==> src/rtl/adc_spi_master.sv <==
`default_nettype none
// ============================================================================
// adc_spi_master : 24-bit SPI mode-0 frame engine (8-bit addr + 16-bit data)
//                  for the ADC configuration port; define ADC_SPI_3WIRE_EN to
//                  add spi_sdio_oe for a shared 3-wire SDIO pin.
// Revision 1.0
// ============================================================================
module adc_spi_master #(
   parameter int CLK_DIV  = 4,
   parameter int CS_SETUP = 2,
   parameter int CS_HOLD  = 2,
   parameter int GAP      = 4
) (
   input  logic        clk,
   input  logic        sys_rst_n,
   input  logic [7:0]  reg_addr,
   input  logic [15:0] wr_data,
   input  logic        start,
   output logic [15:0] rd_data,
   output logic        rd_valid,
   output logic        idle,
   output logic        spi_sclk,
   output logic        spi_mosi,
   output logic        spi_csn,
   input  logic        spi_miso
`ifdef ADC_SPI_3WIRE_EN
   ,
   output logic        spi_sdio_oe
`endif
);

   localparam int c_CNT_W = 16;
   localparam logic [c_CNT_W-1:0] c_ONE        = c_CNT_W'(1);
   localparam logic [c_CNT_W-1:0] c_SETUP_LAST = c_CNT_W'(CS_SETUP - 1);
   localparam logic [c_CNT_W-1:0] c_RISE_AT    = c_CNT_W'(CLK_DIV - 1);
   localparam logic [c_CNT_W-1:0] c_BIT_LAST   = c_CNT_W'(2 * CLK_DIV - 1);
   localparam logic [c_CNT_W-1:0] c_HOLD_LAST  = c_CNT_W'(CS_HOLD - 1);
   localparam logic [c_CNT_W-1:0] c_GAP_LAST   = c_CNT_W'(GAP - 1);
   localparam logic [4:0]         c_LAST_BIT   = 5'd23;
   localparam logic [4:0]         c_ADDR_LAST  = 5'd7;

   typedef enum logic [2:0] {
      S_IDLE  = 3'd0,
      S_SETUP = 3'd1,
      S_SHIFT = 3'd2,
      S_HOLD  = 3'd3,
      S_GAP   = 3'd4
   } state_t;

   state_t               r_state, w_state;
   logic [c_CNT_W-1:0]   r_cnt, w_cnt;
   logic [4:0]           r_bit, w_bit;
   // Holds the 23 bits still to be sent; the bit on the wire lives in r_mosi.
   logic [22:0]          r_shift, w_shift;
   logic                 r_rw, w_rw;
   logic [15:0]          r_cap, w_cap;
   logic [15:0]          r_rd_data, w_rd_data;
   logic                 r_rd_valid, w_rd_valid;
   logic                 r_idle, w_idle;
   logic                 r_sclk, w_sclk;
   logic                 r_mosi, w_mosi;
   logic                 r_csn, w_csn;
`ifdef ADC_SPI_3WIRE_EN
   logic                 r_oe, w_oe;
`endif

   always_ff @(posedge clk or negedge sys_rst_n) begin
      if (!sys_rst_n) begin
         r_state <= S_IDLE;
      end else begin
         r_state <= w_state;
      end
   end

   always_comb begin
      w_state    = r_state;
      w_cnt      = r_cnt + c_ONE;
      w_bit      = r_bit;
      w_shift    = r_shift;
      w_rw       = r_rw;
      w_cap      = r_cap;
      w_rd_data  = r_rd_data;
      w_rd_valid = 1'b0;
      w_idle     = r_idle;
      w_sclk     = r_sclk;
      w_mosi     = r_mosi;
      w_csn      = r_csn;
`ifdef ADC_SPI_3WIRE_EN
      w_oe       = r_oe;
`endif

      case (r_state)
         S_IDLE: begin
            w_cnt = '0;
            if (start) begin
               w_shift = {reg_addr[6:0], (reg_addr[7] ? wr_data : 16'h0000)};
               w_rw    = reg_addr[7];
               w_mosi  = reg_addr[7];
               w_idle  = 1'b0;
               w_csn   = 1'b0;
               w_sclk  = 1'b0;
               w_bit   = '0;
               w_state = S_SETUP;
`ifdef ADC_SPI_3WIRE_EN
               w_oe    = 1'b1;
`endif
            end
         end

         S_SETUP: begin
            if (r_cnt == c_SETUP_LAST) begin
               w_cnt   = '0;
               w_bit   = '0;
               w_state = S_SHIFT;
            end
         end

         S_SHIFT: begin
            if (r_cnt == c_RISE_AT) begin
               w_sclk = 1'b1;
               w_cap  = {r_cap[14:0], spi_miso};
            end
            if (r_cnt == c_BIT_LAST) begin
               // Falling edge: the only place MOSI is allowed to move.
               w_sclk  = 1'b0;
               w_cnt   = '0;
               w_mosi  = r_shift[22];
               w_shift = {r_shift[21:0], 1'b0};
`ifdef ADC_SPI_3WIRE_EN
               if ((r_bit == c_ADDR_LAST) && !r_rw) begin
                  w_oe = 1'b0;
               end
`endif
               if (r_bit == c_LAST_BIT) begin
                  w_state = S_HOLD;
               end else begin
                  w_bit = r_bit + 5'd1;
               end
            end
         end

         S_HOLD: begin
            if (r_cnt == c_HOLD_LAST) begin
               w_cnt   = '0;
               w_csn   = 1'b1;
               w_state = S_GAP;
`ifdef ADC_SPI_3WIRE_EN
               w_oe    = 1'b0;
`endif
               if (!r_rw) begin
                  w_rd_data  = r_cap;
                  w_rd_valid = 1'b1;
               end
            end
         end

         S_GAP: begin
            if (r_cnt == c_GAP_LAST) begin
               w_cnt   = '0;
               w_idle  = 1'b1;
               w_state = S_IDLE;
            end
         end

         default: begin
            w_cnt   = '0;
            w_idle  = 1'b1;
            w_csn   = 1'b1;
            w_sclk  = 1'b0;
            w_state = S_IDLE;
`ifdef ADC_SPI_3WIRE_EN
            w_oe    = 1'b0;
`endif
         end
      endcase
   end

   always_ff @(posedge clk or negedge sys_rst_n) begin
      if (!sys_rst_n) begin
         r_cnt      <= '0;
         r_bit      <= '0;
         r_shift    <= '0;
         r_rw       <= 1'b0;
         r_cap      <= '0;
         r_rd_data  <= '0;
         r_rd_valid <= 1'b0;
         r_idle     <= 1'b1;
         r_sclk     <= 1'b0;
         r_mosi     <= 1'b0;
         r_csn      <= 1'b1;
`ifdef ADC_SPI_3WIRE_EN
         r_oe       <= 1'b0;
`endif
      end else begin
         r_cnt      <= w_cnt;
         r_bit      <= w_bit;
         r_shift    <= w_shift;
         r_rw       <= w_rw;
         r_cap      <= w_cap;
         r_rd_data  <= w_rd_data;
         r_rd_valid <= w_rd_valid;
         r_idle     <= w_idle;
         r_sclk     <= w_sclk;
         r_mosi     <= w_mosi;
         r_csn      <= w_csn;
`ifdef ADC_SPI_3WIRE_EN
         r_oe       <= w_oe;
`endif
      end
   end

   assign rd_data  = r_rd_data;
   assign rd_valid = r_rd_valid;
   assign idle     = r_idle;
   assign spi_sclk = r_sclk;
   assign spi_mosi = r_mosi;
   assign spi_csn  = r_csn;
`ifdef ADC_SPI_3WIRE_EN
   assign spi_sdio_oe = r_oe;
`endif

endmodule
`default_nettype wire

==> config.mk <==
export PLATFORM = sky130hd
export DESIGN_NAME = adc_spi_master
export DESIGN_NICKNAME = d
export VERILOG_FILES = /design/src/rtl/adc_spi_master.sv
export SDC_FILE = /design/constraint.sdc
export NUM_CORES = 1
export LEC_CHECK = 0
export CELL_PAD_IN_SITES_DETAIL_PLACEMENT = 1
export CELL_PAD_IN_SITES_GLOBAL_PLACEMENT = 1
export CORE_ASPECT_RATIO = 0.6
export CORE_MARGIN = 2
export CORE_UTILIZATION = 29
export CTS_CLUSTER_DIAMETER = 120
export DETAILED_ROUTE_END_ITERATION = 12
export HOLD_SLACK_MARGIN = 0.1
export PLACE_DENSITY = 0.6
export RECOVER_POWER = 100
export REMOVE_ABC_BUFFERS = 1
export SLEW_MARGIN = 20
export SYNTH_ARGS = -nofsm -noshare
export SYNTH_HDL_FRONTEND = slang
export SYNTH_SLANG_ARGS = --single-unit
==> constraint.sdc <==
create_clock -name clk -period 2.8 [get_ports clk]
set_clock_uncertainty 0.15 [all_clocks]
set_input_delay 0.42 -clock clk [delete_from_list [all_inputs] [get_ports clk]]
set_output_delay 0.42 -clock clk [all_outputs]
set_load 0.02 [all_outputs]
==> qor.yml <==
outcome:
  outcome: "finished, violations left"
  violations: "capacitance limit, slew limit"
power_and_ir_drop:
  p_leak_nw: 2.350
  clkPwrFrac: 0.483
  p_comb_frac: 0.030
  p_per_area_mw_per_mm2: 515.0
  p_sw_uw: 558.1
  p_seq_frac: 0.487
  netSwitchingFraction: 0.2201
  p_int_mw: 1.977
  vdd_drop_max_uv: 270.9
synthesis:
  yosys.area.top_type: "dfrtp_1"
  yosys.area.top_type_share: 0.5307
  ys_warn_count: 0
  dominantRegCellSynth: "dfrtp_1"
  synth_cell_types: 43
  synth_edf_count: 0
  synthesis.area_mm2: 0.003914
  synth_cells: 358
  synth-seq-cells: 85
  syn_avg_cell_area_um2: 10.93
  netlist_top_cells_area: "dfrtp_1, o21ai_0, mux2_2"
  yosysSeqAreaShare: 0.5441
  async_flop_share: 1.000
clock_network:
  clock-sinks: 85
  cts_tree: "built"
  clock_latency_ns: 0.34
  root_buffer: "clkbuf_16"
  path_clk_slew_ns: 0.07
  clockBufferDepth: 2
  cts_resized: 0
  cts_buffers: 9
  ctsHtreeMaxLevel: 3
layout:
  final_util: 0.3784
  area_growth_pct: 25.80
  drive_gt1_frac: 0.1415
  fin_nets: 443
  final_cells: 587
  num_antenna_cells: 0
  design_area_mm2: 0.004923
timing:
  setup_viol: 0
  timing.fmax_mhz: 373.8
  hold_ws_ns: 0.3193
  rsz0062_at_grt: "false"
  finalCritPeriodShare: 0.9555
  post-route-min-period_ns: 2.675
  hold_violations: 0
  drv_slew: 30
  tightest_slew_ns: 1.622
  relSlewSlack: -0.08132
  finalWorstSetupSlack_ns: 0.1246
drt:
  ant_nets: 0
  wl_um: 9092
  drt_drc_violations_left: 0
  drtIter0Drc: 106
  via_count: 2847
  dr.pass1.iters: 4
  wire_per_inst_um: 15.49
  vias_per_cell: 4.850
floorplan:
  num_rows: 32
  die_y_um: 93.99
  die_w_um: 154.0
  initial_utilization: 0.3008
  core_mm2: 0.01301
  dieArea_mm2: 0.01447
  boundaryPins: 49
global_route:
  grt_pass1_vias: 2985
  grt_max_degree: 57
  grt-ovfl-total: 0
  antenna_found_initial: 0
  grt_pass1_wl_um: 15510
  grt_use_total: 0.1352
placed_design:
  dp_slack_ns: 0.1295
  place.gp.congestion: 0.7347
  portBuffers: 48
  place_area_mm2: 0.004669
  dp.cells: 570
  dp_hpwl_um: 6191
flow_run:
  drv_cap: 1
critical_path:
  start_kind: "flop"
  arrival_ns: 2.74
  critical_path_class: "flop to flop"
  cp.required_ns: 2.87
  critical_path.max_fanout: 16
  cp-end-kind: "flop"
min_path:
  hp-class: "flop to flop"
==> layout make-up <==
type                       count  area, um2
inverter                       5      18.77
sequential                    85       2130
multi-input combinational    248       1642
fill                        1424       8089
tap                          170      212.7
clock buffer                   9      225.2
clock inverter                 7      81.33
timing repair buffer          63      614.3
==> Yosys cell counts (2+ instances only) <==
| cell type | number |
|---|---|
| ha_1 | 3 |
| buf_2 | 3 |
| mux2_4 | 10 |
| a31oi_1 | 4 |
| nand4_1 | 6 |
| and3_1 | 17 |
| inv_1 | 5 |
| mux2i_1 | 8 |
| dfstp_2 | 2 |
| and2_1 | 2 |
| o21ai_0 | 50 |
| dfrtp_1 | 83 |
| mux2_1 | 4 |
| or4_4 | 3 |
| or2_2 | 2 |
| nand2_1 | 20 |
| nand3_1 | 8 |
| xor2_1 | 10 |
| nor2_1 | 26 |
| nor2b_1 | 4 |
| nand2b_1 | 4 |
| nor4_1 | 2 |
| a21oi_1 | 23 |
| clkbuf_1 | 15 |
| xnor2_1 | 5 |
| or3_1 | 3 |
| mux2_2 | 19 |
| o31ai_1 | 2 |
==> worst paths after layout <==
kind                                 from     endpoint  slack, ns  cells past startpoint
worst max-delay path            r_cnt[13]  rd_data[10]       0.12                      5
worst min register to register       r_rw     rd_valid       0.32                      1
min in group asynchronous       sys_rst_n  r_shift[22]       0.88                      2
worst min-delay path                 r_rw     rd_valid       0.32                      1
worst max register to register  r_cnt[13]  rd_data[10]       0.12                      5
max in group asynchronous       sys_rst_n         idle       0.55                      3
==> registers in the layout, indices dropped and copies added (netlist names) <==
signal and flops:
r_state 3, idle 1, spi_sclk 1, rd_data 16
spi_csn 1, r_shift 23, r_bit 5, r_cnt 16
r_rw 1, rd_valid 1, r_cap 16, spi_mosi 1
==> cell usage in the layout, fill, tap and decap left out, types with 4 or more instances in the layout <==
| cell | instances |
|---|---|
| mux2i_1 | 8 |
| xor2_1 | 10 |
| mux2_1 | 13 |
| o21ai_0 | 50 |
| inv_1 | 5 |
| nand2_1 | 20 |
| a21oi_1 | 23 |
| a31oi_1 | 4 |
| xnor2_1 | 5 |
| nor2_1 | 26 |
| mux2_2 | 19 |
| dfrtp_1 | 83 |
| nand2b_1 | 4 |
| dlygate4sd3_1 | 23 |
| and3_1 | 17 |
| clkdlybuf4s50_1 | 25 |
| buf_4 | 11 |
| nor2b_1 | 4 |
| clkbuf_16 | 9 |
| nand3_1 | 8 |
| nand4_1 | 6 |
==> cell families (layout without fill, tap and decap cells) <==
family,after synthesis,after routing,synth area share
muxes,41,41,0.1250
buffers and inverters,25,84,0.02781
AOI/OAI and AO/OA,85,85,0.1176
DFF,85,85,0.5441
adders and majority gates,3,3,0.009592
xor gates and xnor gates,15,15,0.03357
and+or+nand+nor,104,104,0.1423
==> power groups by stage <==
stage	logic (mW)	clock network (mW)	registers, mW
final	0.0749	1.23	1.24
after global routing	0.0839	1.32	1.24
after CTS	0.0787	1.27	1.24
after detailed placement	0.0769	0	1.26
after global placement	0.0759	0	1.26
after floorplan	0.00536	0	1.26
==> critical path, cell delays in order, from the launching register on <==
cell and delay [ns]:
dfrtp_1 0.41, or4_4 0.55, or4_4 0.54, or3_1 0.35
buf_4 0.22, mux2_1 0.33
==> stage by stage <==
stage / TNS (ns) / total power [mW]
2_1_floorplan: -9.196 / 1.263
3_3_place_gp: 0 / 1.334
3_5_place_dp: 0 / 1.335
4_1_cts: 0 / 2.580
5_1_grt: 0 / 2.634
6_report: 0 / 2.535
==> per-layer routing <==
layer,up-vias,share of wire,global-route usage
met5,-,0,0
met4,0,0.0038,0.03115
met3,5,0.031,0.03644
met2,39,0.43,0.2025
met1,1421,0.53,0.1946
li1,1382,-,-
==> repair_timing <==
action                                 in CTS  in global routing
hold buffers                                1                  0
setup buffers                               0                  0
endpoints found under the hold margin      29                  0
Power figures use the tool's default switching activity.
